`config.mk`:
```
export PLATFORM = sky130hd
export DESIGN_NAME = nandc_ecc_seq
export DESIGN_NICKNAME = d
export VERILOG_FILES = /design/src/rtl/nandc_ecc_seq.sv
export SDC_FILE = /design/constraint.sdc
export NUM_CORES = 1
export LEC_CHECK = 0
export CAP_MARGIN = 20
export CORE_UTILIZATION = 42
export CTS_CLUSTER_SIZE = 10
export DETAILED_ROUTE_END_ITERATION = 10
export GPL_ROUTABILITY_DRIVEN = 1
export PLACE_DENSITY = 0.77
export SETUP_SLACK_MARGIN = 0.4
export SYNTH_ARGS = -nofsm -noshare
export SYNTH_HDL_FRONTEND = slang
export SYNTH_SLANG_ARGS = --single-unit
```
`constraint.sdc`:
```
create_clock -name clk -period 2.01 [get_ports clk]
set_clock_uncertainty 0.15 [all_clocks]
set_input_delay 0.3015 -clock clk [delete_from_list [all_inputs] [get_ports clk]]
set_output_delay 0.3015 -clock clk [all_outputs]
set_load 0.01 [all_outputs]
```
`src/rtl/nandc_ecc_seq.sv`:
```
// Sector sequencer between host DMA stream, NAND data path and a 24-bit Hamming ECC engine.
// Optional saturating error counters on err_cnt_o when NANDC_ECC_ERRCNT_EN is defined.
module nandc_ecc_seq #(
  parameter int unsigned SECTORS = 4
) (
  input  logic        clk,
  input  logic        rst_n,
  input  logic        start_i,
  input  logic        mode_i,
  input  logic        abort_i,
  output logic        busy_o,
  output logic        done_o,
  input  logic [31:0] s_data_i,
  input  logic        s_valid_i,
  output logic        s_ready_o,
  output logic [31:0] m_data_o,
  output logic        m_valid_o,
  input  logic        m_ready_i,
  output logic [31:0] eng_data_o,
  output logic        eng_valid_o,
  output logic        eng_sof_o,
  output logic        eng_eof_o,
  input  logic        eng_eof_i,
  input  logic [23:0] eng_ecc_i,
`ifdef NANDC_ECC_ERRCNT_EN
  output logic [15:0] err_cnt_o,
`endif
  output logic        stat_valid_o,
  output logic [1:0]  stat_o,
  output logic [11:0] err_loc_o,
  output logic [3:0]  stat_sect_o
);

  localparam logic [3:0] SectLast = 4'(SECTORS - 1);

  typedef enum logic [2:0] {
    StIdle, StData, StWaitEcc, StEccOut, StEccIn, StCheck, StNext, StDone
  } state_e;

  state_e      state_q;
  logic        mode_q;
  logic [6:0]  wcnt_q;
  logic [3:0]  sect_q;
  logic [23:0] comp_q;
  logic        comp_vld_q;
  logic [23:0] stored_q;
  logic        busy_q;
  logic        done_q;
  logic        stat_valid_q;
  logic [1:0]  stat_q;
  logic [11:0] err_loc_q;
  logic [3:0]  stat_sect_q;

  logic        in_data;
  logic        xfer;
  logic [23:0] syn;
  logic [11:0] syn_ev;
  logic [11:0] syn_od;
  logic [1:0]  syn_stat;

  assign in_data = (state_q == StData);
  assign xfer    = in_data & s_valid_i & m_ready_i;

  always_comb begin
    m_data_o  = '0;
    m_valid_o = 1'b0;
    s_ready_o = 1'b0;
    unique case (state_q)
      StData: begin
        m_data_o  = s_data_i;
        m_valid_o = s_valid_i;
        s_ready_o = m_ready_i;
      end
      StEccOut: begin
        m_data_o  = {8'hFF, comp_q};
        m_valid_o = 1'b1;
      end
      StEccIn: s_ready_o = 1'b1;
      default: ;
    endcase
  end

  assign eng_valid_o = xfer;
  assign eng_data_o  = in_data ? s_data_i : '0;
  assign eng_sof_o   = xfer & (wcnt_q == 7'd0);
  assign eng_eof_o   = xfer & (wcnt_q == 7'd127);

  // A single flipped data bit leaves the even/odd halves exactly complementary,
  // with the odd half spelling out the bit address.
  always_comb begin
    syn    = comp_q ^ stored_q;
    syn_ev = syn[11:0];
    syn_od = syn[23:12];
    if (syn == 24'd0) begin
      syn_stat = 2'b00;
    end else if ((syn_ev ^ syn_od) == 12'hFFF) begin
      syn_stat = 2'b01;
    end else if ((syn & (syn - 24'd1)) == 24'd0) begin
      syn_stat = 2'b10;
    end else begin
      syn_stat = 2'b11;
    end
  end

  always_ff @(posedge clk or negedge rst_n) begin
    if (!rst_n) begin
      state_q      <= StIdle;
      mode_q       <= 1'b0;
      wcnt_q       <= '0;
      sect_q       <= '0;
      comp_q       <= '0;
      comp_vld_q   <= 1'b0;
      stored_q     <= '0;
      busy_q       <= 1'b0;
      done_q       <= 1'b0;
      stat_valid_q <= 1'b0;
      stat_q       <= '0;
      err_loc_q    <= '0;
      stat_sect_q  <= '0;
    end else begin
      done_q       <= 1'b0;
      stat_valid_q <= 1'b0;
      if (eng_eof_i) begin
        comp_q     <= eng_ecc_i;
        comp_vld_q <= 1'b1;
      end
      if (state_q == StIdle) begin
        if (start_i) begin
          state_q    <= StData;
          mode_q     <= mode_i;
          busy_q     <= 1'b1;
          wcnt_q     <= '0;
          sect_q     <= '0;
          comp_vld_q <= 1'b0;
        end
      end else if (abort_i) begin
        state_q    <= StIdle;
        busy_q     <= 1'b0;
        wcnt_q     <= '0;
        sect_q     <= '0;
        comp_vld_q <= 1'b0;
      end else begin
        unique case (state_q)
          StData: begin
            if (xfer) begin
              wcnt_q <= wcnt_q + 7'd1;
              if (wcnt_q == 7'd127) state_q <= mode_q ? StEccIn : StWaitEcc;
            end
          end
          StWaitEcc: if (comp_vld_q) state_q <= StEccOut;
          StEccOut:  if (m_ready_i) state_q <= StNext;
          StEccIn: begin
            if (s_valid_i) begin
              stored_q <= s_data_i[23:0];
              state_q  <= StCheck;
            end
          end
          StCheck: begin
            if (comp_vld_q) begin
              stat_valid_q <= 1'b1;
              stat_q       <= syn_stat;
              err_loc_q    <= (syn_stat == 2'b01) ? syn_od : 12'd0;
              stat_sect_q  <= sect_q;
              state_q      <= StNext;
            end
          end
          StNext: begin
            if (sect_q == SectLast) begin
              state_q <= StDone;
              busy_q  <= 1'b0;
              done_q  <= 1'b1;
            end else begin
              sect_q     <= sect_q + 4'd1;
              comp_vld_q <= 1'b0;
              state_q    <= StData;
            end
          end
          StDone: begin
            state_q <= StIdle;
            sect_q  <= '0;
          end
          default: state_q <= StIdle;
        endcase
      end
    end
  end

  assign busy_o       = busy_q;
  assign done_o       = done_q;
  assign stat_valid_o = stat_valid_q;
  assign stat_o       = stat_q;
  assign err_loc_o    = err_loc_q;
  assign stat_sect_o  = stat_sect_q;

`ifdef NANDC_ECC_ERRCNT_EN
  logic [7:0] corr_cnt_q;
  logic [7:0] unc_cnt_q;

  always_ff @(posedge clk or negedge rst_n) begin
    if (!rst_n) begin
      corr_cnt_q <= '0;
      unc_cnt_q  <= '0;
    end else if ((state_q == StIdle) && start_i) begin
      corr_cnt_q <= '0;
      unc_cnt_q  <= '0;
    end else if (stat_valid_q) begin
      if ((stat_q == 2'b01) && (corr_cnt_q != 8'hFF)) corr_cnt_q <= corr_cnt_q + 8'd1;
      if ((stat_q == 2'b11) && (unc_cnt_q != 8'hFF)) unc_cnt_q <= unc_cnt_q + 8'd1;
    end
  end

  assign err_cnt_o = {unc_cnt_q, corr_cnt_q};
`endif

endmodule
```
==> results by group <==
GRT
  – GRT Overall Usage: 0.268
  – Initial antenna violation count: 0
  – Number of global-route vias before repair: 4,799
  – Grt ovf: 0
  – Largest net degree at the start of global routing: 44
  – First-pass GRT wire length: 23,600 um

Synth
  – Yosys cell types: 54
  – Post-synthesis mux area share: 0.129
  – Mapped Nets: 516
  – Cells after synthesis: 449
  – Yosys warnings: 0
  – Top_reg_cell synth: dfrtp_1
  – Post-Synth XOR/XNOR Area: 0.0871
  – Simple-gate area share of the yosys netlist: 0.178
  – Post-synthesis async set-or-reset flop share: 1.00
  – Ranking of synthesized cells by area: dfrtp_1, mux2_2, xnor2_1
  – Mapped Area: 4700 um^2
  – Main combinational cell family by area after synthesis: simple AND/OR/NAND/NOR gates
  – Yosys top cell area share: 0.453
  – Adder-cell share of the synthesized area: 0.0123
  – Synth Area in Compound Gates: 0.116
  – Number of synthesized flops with an enable pin: 0
  – Sequential fraction of the synthesis area: 0.453
  – Post-synth top area cell: dfrtp_1
  – Mapped Avg Cell Area: 10.5 um^2
  – Synth Register Bits: 85

Cells and area
  – Fin util: 0.793
  – Fillers: 614
  – Layout Cells excl Fill: 889
  – Antenna diodes: 0
  – Area Growth Syn to Fin: 83.9%
  – Layout cells sized above 1: 0.565
  – Final nets: 811

Detailed routing
  – Via density per instance: 5.39
  – DRC viols: 0
  – Post-Route WL: 17,000 um
  – DR iter-0 viols: 274
  – Vias post-DR: 4,794
  – Drt first pass iters: 5
  – DRT antenna net count: 0
  – WL per Instance: 19.1 um

Worst setup path
  – WP data arrival: 2.53 ns
  – Slowest stage delay, CP: 0.41 ns
  – Critical Path, Cell by Cell: xnor2_2, nand4_1, nor4_4, buf_4, o211ai_1, o21ai_1, nand4_1, o32a_1
  – Slowest-stage cell, CP: dfrtp_1
  – Crit. Startpoint: stored_q[6]
  – Critical Path Start Type: register
  – CP required: 2.12 ns
  – Kind of critical path: reg -> reg
  – CP most frequent cell: nand4_1
  – Critical path's top delay family: simple AND/OR/NAND/NOR gates
  – Max FO, Critical Path: 5
  – Reg-to-Reg Start: stored_q[6]
  – Buf+Inv Stages, Crit Path: 1
  – Worst Setup End Kind: register

Placed design
  – GP Congestion: 0.890
  – # placed instances: 815
  – I/O Buffers: 153
  – Detail Placement HPWL: 10,200 um

Clock network
  – CTS H-Tree Depth: 3
  – Skew-Pair Late Insertion Delay: 0.37 ns
  – TritonCTS buffer count: 9
  – Clock Root Buffer: clkbuf_8
  – Reg clk slew, reported paths: 0.09 ns
  – Max Root-Sink Buffers: 2
  – TritonCTS clock tree: yes
  – Clock Sinks: 85

Timing
  – Worst-Margin Slew: 0.365 ns
  – FMAX: 0.414 GHz
  – Pins over their slew limit: 0
  – Final WS setup: -0.403 ns
  – Hold Vio Cnt, Final: 0
  – RSZ-0062 raised after global routing: yes
  – Final min period: 2.41 ns
  – Period utilization: 1.20
  – Slew HR: 0.755
  – Setup violators final: 120

Power and ir drop
  – Design Power: 10.2 mW
  – Pwr/cell area: 1190 nW/um^2
  – VDD IR-drop max: 723 uV
  – LEAKAGE: 4.31 nW

Floorplanning
  – Die footprint: 11,600 um^2
  – FP Rows: 38
  – Die width: 108 um
  – Initial core utilization: 0.431
  – Core area: 10,900 um^2
  – IO Pins: 154
  – Die H: 108 um

Status
  – Status: complete, but fails checks
  – Failing checks: setup timing

Run
  – Max-Cap Viols: 0

Worst hold path
  – Worst Hold Class: in -> async
[per-stage QoR]
step	hold slack, ns	instance area, um^2	TNS [ns]	worst slack [ns]
finish	0.220	8640	-16.56	-0.403
global route	0.237	8640	-24.37	-0.409
CTS	0.220	8090	-8.60	-0.220
detailed placement	0.0846	7360	-17.00	-0.365
global placement	0.0775	7360	-15.98	-0.251
floorplan	-0.144	5100	-0.272	-0.121
[per-layer routing]
| metal | track usage | share of wire | vias up |
|---|---|---|---|
| li1 | - | - | 2156 |
| met1 | 0.317 | 0.39 | 2344 |
| met2 | 0.466 | 0.51 | 235 |
| met3 | 0.0521 | 0.060 | 59 |
| met4 | 0.129 | 0.040 | 0 |
| met5 | 0 | 0 | - |
[registers in the layout, summed over array words and instances, names as in the netlist]
signal and count:
comp_vld_q 1, stat_valid_o 1, stat_sect_o 4, mode_q 1, wcnt_q 7, comp_q 24
done_o 1, stored_q 24, sect_q 4, state_q 3, err_loc_o 12, stat_o 2
busy_o 1
[cells in the final DEF, fill, tap and decap left out, types with 18 or more instances in the layout]
| master | count |
|---|---|
| clkdlybuf4s50_1 | 62 |
| a21o_1 | 24 |
| dlygate4sd2_1 | 21 |
| buf_4 | 97 |
| dfrtp_1 | 82 |
| nand2_1 | 34 |
| buf_6 | 78 |
| mux2_2 | 48 |
| nor2_1 | 18 |
| and2_4 | 33 |
| xnor2_2 | 20 |
| buf_2 | 24 |
[path summary, 6_finish.rpt]
kind,end,slack (ns),cells past startpoint
hold reg to reg,err_loc_o[9],0.33,2
max in group asynchronous,sect_q[0],0.90,3
min in group clk,err_loc_o[9],0.33,2
setup reg to reg,stat_o[0],-0.40,8
hold / removal,err_loc_o[1],0.22,2
setup / recovery,stat_o[0],-0.40,8
[cell usage after synthesis, drive strengths merged (2+ instances only)]
master	n
xnor2	32
a22o	2
nand3	12
inv	11
ha	3
nand2	44
a21oi	10
mux2i	2
o211a	2
or3	4
maj3	2
and3	5
mux2	52
o21ai	23
o211ai	3
nor2	25
nor4	4
or2	11
buf	4
a21o	26
xor2	10
nand4	6
dfrtp	85
clkbuf	15
nor3	3
and2	34
o31ai	4
nor3b	2
[kinds of logic after synthesis]
logic type               Yosys count
AO/OA/AOI/OAI                     80
XOR/XNOR                          42
adder cells (fa/ha/maj)            5
buffers and inverters             30
flip-flops                        85
multiplexers                      54
AND/OR/NAND/NOR                  153
[cell type report]
class	instances	area, um^2	area share
clock buffers	10	138	0.0159
clock inverters	6	86.3	0.00999
inverters	11	56.3	0.00652
multi-input cells	334	3070	0.355
flip-flops and latches	85	2130	0.247
well taps	140	175	0.0203
repair buffers	303	2980	0.345
[what timing repair did]
item,in CTS,in global routing
endpoints found under the setup margin,151,130
pin swaps,31,36
buffers inserted,26,22
hold buffers,1,0
resized for setup,389,83
hold endpoints to repair,22,0
gates cloned,5,4
[power by group]
| part | switching [mW] | internal, mW |
|---|---|---|
| Sequential | 0.321 | 2.01 |
| Combinational | 2.81 | 3.71 |
| Clock | 0.654 | 0.731 |
| Total | 3.78 | 6.46 |
(Power assumes the default switching activity.)
